--- config.mk ---
export PLATFORM = sky130hd
export DESIGN_NAME = memory_port_arbiter
export DESIGN_NICKNAME = d
export VERILOG_FILES = /design/src/rtl/memory_arbiter_pkg.sv /design/src/rtl/rr_picker.sv /design/src/rtl/memory_port_arbiter.sv
export SDC_FILE = /design/constraint.sdc
export NUM_CORES = 1
export LEC_CHECK = 0
export ABC_AREA = 1
export CORE_MARGIN = 8
export CORE_UTILIZATION = 51
export CTS_CLUSTER_DIAMETER = 30
export DETAILED_ROUTE_END_ITERATION = 6
export GPL_TIMING_DRIVEN = 0
export PLACE_DENSITY = 0.81
export SYNTH_ARGS = -nofsm -noshare
export SYNTH_HDL_FRONTEND = slang
export SYNTH_SLANG_ARGS = --single-unit
--- constraint.sdc ---
create_clock -name clk_memory -period 3 [get_ports clk_memory]
set_input_delay 0.45 -clock clk_memory [delete_from_list [all_inputs] [get_ports clk_memory]]
set_output_delay 0.45 -clock clk_memory [all_outputs]
set_load 0.01 [all_outputs]
--- src/rtl/memory_arbiter_pkg.sv ---
// Shared types and constants for the memory port arbiter.
// The request struct widths match the arbiter's default ADDR_WIDTH/DATA_WIDTH.
package memory_arbiter_pkg;

    localparam int unsigned PORT_LOADER    = 0;
    localparam int unsigned PORT_UNLOADER  = 1;
    localparam int unsigned PORT_CORE      = 2;

    localparam int unsigned REQ_ADDR_WIDTH = 28;
    localparam int unsigned REQ_DATA_WIDTH = 16;

    typedef enum logic [1:0] {
        IDLE,
        ISSUE,
        WAIT_READ
    } arb_state_t;

    typedef struct packed {
        logic                      write;
        logic [REQ_ADDR_WIDTH-1:0] addr;
        logic [REQ_DATA_WIDTH-1:0] wdata;
    } mem_req_t;

endpackage

--- src/rtl/rr_picker.sv ---
// Combinational round-robin picker: first pending port after i_last_grant, wrapping.
module rr_picker #(
    parameter int unsigned NUM_PORTS = 3,
    localparam int unsigned IdxW = (NUM_PORTS > 1) ? $clog2(NUM_PORTS) : 1
) (
    input  logic [NUM_PORTS-1:0] i_pending,
    input  logic [IdxW-1:0]      i_last_grant,
    output logic                 o_grant_valid,
    output logic [IdxW-1:0]      o_grant_idx
);

    int unsigned w_cand;

    always_comb begin
        o_grant_valid = 1'b0;
        o_grant_idx   = '0;
        w_cand        = 0;
        for (int unsigned off = 1; off <= NUM_PORTS; off++) begin
            w_cand = 32'(i_last_grant) + off;
            if (w_cand >= NUM_PORTS) begin
                w_cand = w_cand - NUM_PORTS;
            end
            if (!o_grant_valid && i_pending[IdxW'(w_cand)]) begin
                o_grant_valid = 1'b1;
                o_grant_idx   = IdxW'(w_cand);
            end
        end
    end

endmodule

--- src/rtl/memory_port_arbiter.sv ---
// Round-robin arbiter sharing one memory port among NUM_PORTS pulse-driven requesters,
// with one transaction outstanding and per-port held read data.
module memory_port_arbiter
    import memory_arbiter_pkg::*;
#(
    parameter int unsigned NUM_PORTS  = 3,
    parameter int unsigned ADDR_WIDTH = 28,
    parameter int unsigned DATA_WIDTH = 16
) (
    input  logic                            clk_memory,
    input  logic                            reset,
    input  logic [NUM_PORTS-1:0]            req_en,
    input  logic [NUM_PORTS-1:0]            req_write,
    input  logic [NUM_PORTS*ADDR_WIDTH-1:0] req_addr,
    input  logic [NUM_PORTS*DATA_WIDTH-1:0] req_wdata,
    output logic [NUM_PORTS-1:0]            port_busy,
    output logic [NUM_PORTS-1:0]            port_done,
    output logic [NUM_PORTS*DATA_WIDTH-1:0] port_rdata,
    output logic [NUM_PORTS-1:0]            port_overflow,
    output logic                            mem_req,
    output logic                            mem_write,
    output logic [ADDR_WIDTH-1:0]           mem_addr,
    output logic [DATA_WIDTH-1:0]           mem_wdata,
    input  logic                            mem_ack,
    input  logic                            mem_rdata_valid,
    input  logic [DATA_WIDTH-1:0]           mem_rdata
);

    localparam int unsigned     IdxW    = (NUM_PORTS > 1) ? $clog2(NUM_PORTS) : 1;
    localparam logic [IdxW-1:0] LastIdx = IdxW'(NUM_PORTS - 1);

    arb_state_t                      r_state;
    mem_req_t                        r_req [NUM_PORTS];
    logic [NUM_PORTS-1:0]            r_pending;
    logic [NUM_PORTS-1:0]            r_busy;
    logic [NUM_PORTS-1:0]            r_done;
    logic [NUM_PORTS-1:0]            r_overflow;
    logic [NUM_PORTS*DATA_WIDTH-1:0] r_rdata;
    logic [IdxW-1:0]                 r_grant;
    logic [IdxW-1:0]                 r_last_grant;
    logic                            r_mem_req;
    logic                            r_mem_write;
    logic [ADDR_WIDTH-1:0]           r_mem_addr;
    logic [DATA_WIDTH-1:0]           r_mem_wdata;

    logic [NUM_PORTS-1:0]            w_accept;
    logic                            w_grant_valid;
    logic [IdxW-1:0]                 w_grant_idx;

    // A pulse in a port's done cycle reuses the port immediately.
    always_comb w_accept = req_en & (~r_busy | r_done);

    rr_picker #(
        .NUM_PORTS(NUM_PORTS)
    ) u_rr_picker (
        .i_pending    (r_pending),
        .i_last_grant (r_last_grant),
        .o_grant_valid(w_grant_valid),
        .o_grant_idx  (w_grant_idx)
    );

    always_ff @(posedge clk_memory) begin
        if (reset) begin
            r_state      <= IDLE;
            r_pending    <= '0;
            r_busy       <= '0;
            r_done       <= '0;
            r_overflow   <= '0;
            r_rdata      <= '0;
            r_grant      <= '0;
            r_last_grant <= LastIdx;
            r_mem_req    <= 1'b0;
            r_mem_write  <= 1'b0;
            r_mem_addr   <= '0;
            r_mem_wdata  <= '0;
            for (int i = 0; i < NUM_PORTS; i++) begin
                r_req[i] <= '0;
            end
        end else begin
            r_done <= '0;
            for (int i = 0; i < NUM_PORTS; i++) begin
                if (w_accept[i]) begin
                    r_req[i].write <= req_write[i];
                    r_req[i].addr  <= req_addr[i*ADDR_WIDTH +: ADDR_WIDTH];
                    r_req[i].wdata <= req_wdata[i*DATA_WIDTH +: DATA_WIDTH];
                    r_pending[i]   <= 1'b1;
                    r_busy[i]      <= 1'b1;
                end else if (req_en[i]) begin
                    r_overflow[i] <= 1'b1;
                end
            end

            case (r_state)
                IDLE: begin
                    if (w_grant_valid) begin
                        r_grant                <= w_grant_idx;
                        r_last_grant           <= w_grant_idx;
                        r_pending[w_grant_idx] <= 1'b0;
                        r_mem_req              <= 1'b1;
                        r_mem_write            <= r_req[w_grant_idx].write;
                        r_mem_addr             <= r_req[w_grant_idx].addr;
                        r_mem_wdata            <= r_req[w_grant_idx].wdata;
                        r_state                <= ISSUE;
                    end
                end
                ISSUE: begin
                    if (mem_ack) begin
                        r_mem_req <= 1'b0;
                        // Reads whose data arrives with the ack skip WAIT_READ.
                        if (r_mem_write || mem_rdata_valid) begin
                            if (!r_mem_write) begin
                                r_rdata[r_grant*DATA_WIDTH +: DATA_WIDTH] <= mem_rdata;
                            end
                            r_done[r_grant] <= 1'b1;
                            r_busy[r_grant] <= 1'b0;
                            r_state         <= IDLE;
                        end else begin
                            r_state <= WAIT_READ;
                        end
                    end
                end
                WAIT_READ: begin
                    if (mem_rdata_valid) begin
                        r_rdata[r_grant*DATA_WIDTH +: DATA_WIDTH] <= mem_rdata;
                        r_done[r_grant] <= 1'b1;
                        r_busy[r_grant] <= 1'b0;
                        r_state         <= IDLE;
                    end
                end
                default: r_state <= IDLE;
            endcase
        end
    end

    assign port_busy     = r_busy;
    assign port_done     = r_done;
    assign port_rdata    = r_rdata;
    assign port_overflow = r_overflow;
    assign mem_req       = r_mem_req;
    assign mem_write     = r_mem_write;
    assign mem_addr      = r_mem_addr;
    assign mem_wdata     = r_mem_wdata;

endmodule

# After elaboration in Yosys (flattened, before gate mapping)
# Memory sizes are Yosys's and may differ from the RTL's. A register that Yosys moved wholly into a read port is not among the register bits.
# Cells that the tools add are included.
[classes]
multipliers = 0
div_mod_pow = 0
shifts = 2
reduce_logical = 17
muxes = 75
bitwise = 19
add_sub_neg = 7
n_lt_le_gt_ge = 10
eq_ne = 7
[ops]
columns = ["operator", "n"]
rows = [
  ["$mux 48", 4],
  ["$pmux 48 s2", 1],
  ["$mux 28", 3],
  ["$bwmux 48", 1],
  ["$mux 16", 3],
  ["$shift 16x34->48 const A", 1],
  ["$shiftx 16x34->48", 1],
  ["$mux 1", 36],
  ["$neg 6->34", 1],
  ["$mux 3", 8],
  ["$mux 2", 10],
  ["$lt 2x3->1 const B", 5],
  ["$pmux 3 s2", 2],
  ["$and 3x3->3", 3],
  ["$ge 3x2->1 const B", 3],
  ["$not 3->3", 3],
  ["$or 1x1->1", 9],
  ["$ne 2x2->1 const B", 4],
  ["$reduce_and 2->1", 4],
  ["$add 2x2->3 const B", 2],
  ["$bmux 1 s2", 3],
  ["$pmux 2 s3", 1],
  ["$reduce_and 3->1", 2],
  ["$sub 2x2->2 const B", 3],
  ["other kinds (15)", 24],
]
[word_totals]
out_inout_bits = 103
regBits = 67
word_cells = 149
ram_bits = 135
latch_bits = 0
in_bits = 158
mem_bits_ro = 0
mem_count = 1
[memory_table]
columns = ["name", "words", "word_bits", "read_ports", "rd_clocked_by_memory_dff", "write_ports", "line_no", "text"]
rows = [
  ["r_req", 3, 45, 1, 1, 3, "memory_port_arbiter.sv:33", "mem_req_t r_req [NUM_PORTS];"],
]

# Logic depth before layout (Yosys ltp)
# Gate-level depths: netlist of run 1.
[logic_depth]
depth_word = 20
mapped_depth = 15
ltp_nobuf = 13

# Hierarchy
# Synthesis of run 1 repeated with hierarchy kept, for this count alone.
[hier_totals]
hier_cells = 1370
area_unflattened_um2 = 11200.7
[modules_own_cells]
columns = ["module", "n_inst", "area_each_um2", "cells_per_inst"]
rows = [
  ["memory_port_arbiter", 1, 10933.0, 1321],
  ["rr_picker", 1, 267.8, 49],
]

# Least setup slack after synthesis of run 1
# No wires, ideal clock.
[synth_timing]
path_kind = "input -> register"
startpoint = "in reset"
endpoint = "mem r_req[2][0] (netlist bit) (enable)"
t_arrival_ns = 2.162
setup_slack_ns = 0.275
path_buffers = 3
stages = 6
cell_sequence = "clkbuf_1 > inv_1 > clkbuf_1 > nand2_1 > clkbuf_1 > nand2_1"
[synth_rtl]
columns = ["element", "line_no", "text"]
rows = [
  ["start: declaration", "memory_port_arbiter.sv:11", "input logic reset,"],
  ["end: declaration", "memory_port_arbiter.sv:33", ""],
]

==> flow_summary.toml, run 1 <==
[critical_path]
worstPathArrival_ns = 3.14
cp_cell_sequence = "inv_2 -> ha_1 -> buf_4 -> inv_4 -> nand2_1 -> nand3_2 -> nand2_2 -> nand2_1 -> nand2_1 -> nand2_1 -> buf_6 -> buf_2 -> nand3_1 -> nand3_1 -> a21oi_2"
timing_worst_setup_path_type = "reg -> reg"
worstPathMaxFanout = 10
required_ns = 3.39
startpoint_type = "flop"
crit_buf_inv = 5
worst_setup_path_end_kind = "flop"
slowest_stage = "dfxtp_2"
crit_top_cell = "nand2_1"
slowest_delay_ns = 0.46
crit_family = "simple AND/OR/NAND/NOR gates"

[sta]
setup_violations = 0
slew_viol_final = 0
whs_ns = 0.3258
slew_headroom_pct = 8.104
timing.final.crit_share_pct = 91.67
fmax_mhz = 363.6
worst_pin_slew_ns = 1.378
fin_ws_ns = 0.2499
hold_violations = 0
rsz0062_at_grt = "false"
fin_skew_ns = 0.03021
min_period_ns = 2.750

[clock_network]
cts_setup_buffers = 0
clock_latency_ns = 0.53
cts_root_buffer = "clkbuf_16"
cts_buffers = 47
clockBufferDepth = 3
cts.clk_slew.worst_paths_ns = 0.05
cts_tree = "built"
cts_hold_buf = 0
h-tree-depth = 2
cts.sinks = 246

[route]
drt-initial-drc-count = 810
detail-route-antenna-nets = 0
routedWlPerCell_um = 17.40
drc = 0
route.final.wire_length_um = 35460
via_per_inst = 5.055
num_vias = 10300
drtPass1Iterations = 6

[grt]
grtUsageTotal_pct = 25.01
first_global_vias = 10590
grt_max_degree = 35
grt_antenna_before_repair = 2
grt-ovfl-total = 0
grt_pass1_wl_um = 55710

[finish]
mostFrequentLayoutCells = "inv_1 (332), clkdlybuf4s50_1 (258), nand2_1 (210), nor2_1 (173), nand3_1 (155)"
final_common_cell = "inv_1"
layout-drive-gt1-share_pct = 9.595
stdcell_area_um2 = 16260
area_delta_synth_final_pct = 40.29
nNetsFinal = 1887

[synthesis]
ys_warn_count = 0
netlist_instances = 1406
synth.cell_area_um2 = 11590
ys_ff_latch = 246
synth_cell_types = 31
synth.avg_cell_area_um2 = 8.244
synth_fp_nets = 1577
yosysSeqAreaShare_pct = 54.15

[die]
start_util_pct = 51.51
placementRows = 55
dieWidth_um = 166.8
ios = 261
die-area_um2 = 27810
core-area_um2 = 22500
die_h_um = 166.8

[run]
cap_violations = 0

[pwr]
power_leakage_nw = 7.215
power_w = 0.01690
p_per_area_nw_per_um2 = 1039
vdd_drop_max_mv = 0.6484

[placed_design]
gp_congestion = 0.9089
dpl.hpwl_um = 25410
dpl_cell_area_um2 = 14600
port-buffer-count = 258
pre_cts_ws_ns = -0.2564

[run_status]
outcome = "finished clean"

[worst_hold_path]
hp-class = "in -> reg"
## path summary, 6_finish.rpt
check	startpoint	end	cells after the start	slack, ns
setup / recovery	r_grant[0]	mem_addr[5]	15	0.25
hold / removal	mem_rdata_valid	port_done[0]	3	0.33
hold reg to reg	port_rdata[4]	port_rdata[4]	2	0.44
setup reg to reg	r_grant[0]	mem_addr[5]	15	0.25
## cell usage after synthesis, drive strengths merged
library cell	count	area share [%]
inv	334	11
nand2	218	7.2
nor2	177	6.0
nand3	157	6.9
edfxtp	135	35
a21oi	111	5.8
dfxtp	111	19
clkbuf	42	1.4
buf	36	2.3
nand3b	30	1.9
o21ai	25	1.2
ha	13	1.4
nand4	5	0.32
a31oi	4	0.22
a211oi	3	0.24
o211ai	2	0.13
a21boi	1	0.065
and3	1	0.054
or2	1	0.054
## cell families (layout without fill, tap and decap cells)
kind of cell / Yosys count / after routing / synth area share [%]
other cells: 0 / 2 / 0
fa+ha+maj: 13 / 13 / 1.403
buf+inv: 412 / 757 / 14.46
compound gates: 146 / 146 / 7.588
simple gates: 589 / 589 / 22.40
flops: 246 / 246 / 54.15
## timing repair
item | in CTS | in global routing
hold endpoints to repair | 0 | 0
endpoints found under the setup margin | 0 | 8
resized for setup | 0 | 1
## worst reg2reg max path, delay by kind of cell, from the launching register on
| kind | cells | cell delay, ns |
|---|---|---|
| and+or+nand+nor | 8 | 0.94 |
| adders and majority gates | 1 | 0.32 |
| AOI/OAI and AO/OA | 1 | 0.07 |
| buffers and inverters | 5 | 0.84 |
| DFF | 1 | 0.46 |
## power breakdown
group          internal, W  total [W]  switching, W
logic              0.00250    0.00700       0.00451
clock network      0.00371    0.00544       0.00172
registers          0.00420    0.00446      0.000256
## area by class of cell
class                      count  area (um^2)
sequential                   246         6277
fill                        1712         6242
multi-input combinational    748         3646
timing repair buffer         261         2643
clock buffer                  59         1324
inverter                     334         1256
buffer                        78        420.4
tap                          285        356.6
clock inverter                25        332.8
antenna                        2        5.005
## sequential cells by signal (all words and copies together) (netlist names)
| name | count |
|---|---|
| r_grant | 2 |
| port_rdata | 48 |
| mem_req | 1 |
| mem_wdata | 16 |
| mem_write | 1 |
| port_overflow | 3 |
| mem_addr | 28 |
| port_busy | 3 |
| port_done | 3 |
| r_last_grant | 1 |
| r_state | 2 |
| r_req | 135 |
| r_pending | 3 |
## metal layers
metal	vias up	wire length, um	global-route usage (%)
met3	101	2974	6.170
met5	-	0	0
met4	0	1602	12.57
li1	4985	-	-
met2	502	16800	42.25
met1	4714	14080	29.33
## metrics by stage
| step | cells | TNS [ns] | util (%) |
|---|---|---|---|
| after floorplan | 1406 | 0 | - |
| after global placement | 1949 | -105.43 | 64.57 |
| after detailed placement | 1952 | -9.906 | 64.87 |
| after CTS | 2036 | 0 | 72.23 |
| after global routing | 2038 | 0 | 72.26 |
| final | 2038 | 0 | 72.26 |
No activity file was read; power rests on OpenSTA's default activity.
==> inputs of run 2 (changes only) <==
Settings changed: HOLD_SLACK_MARGIN set to 0.03.
==> results of run 2 <==
No change in the layout: final DEF, timing and power equal those of run 1.
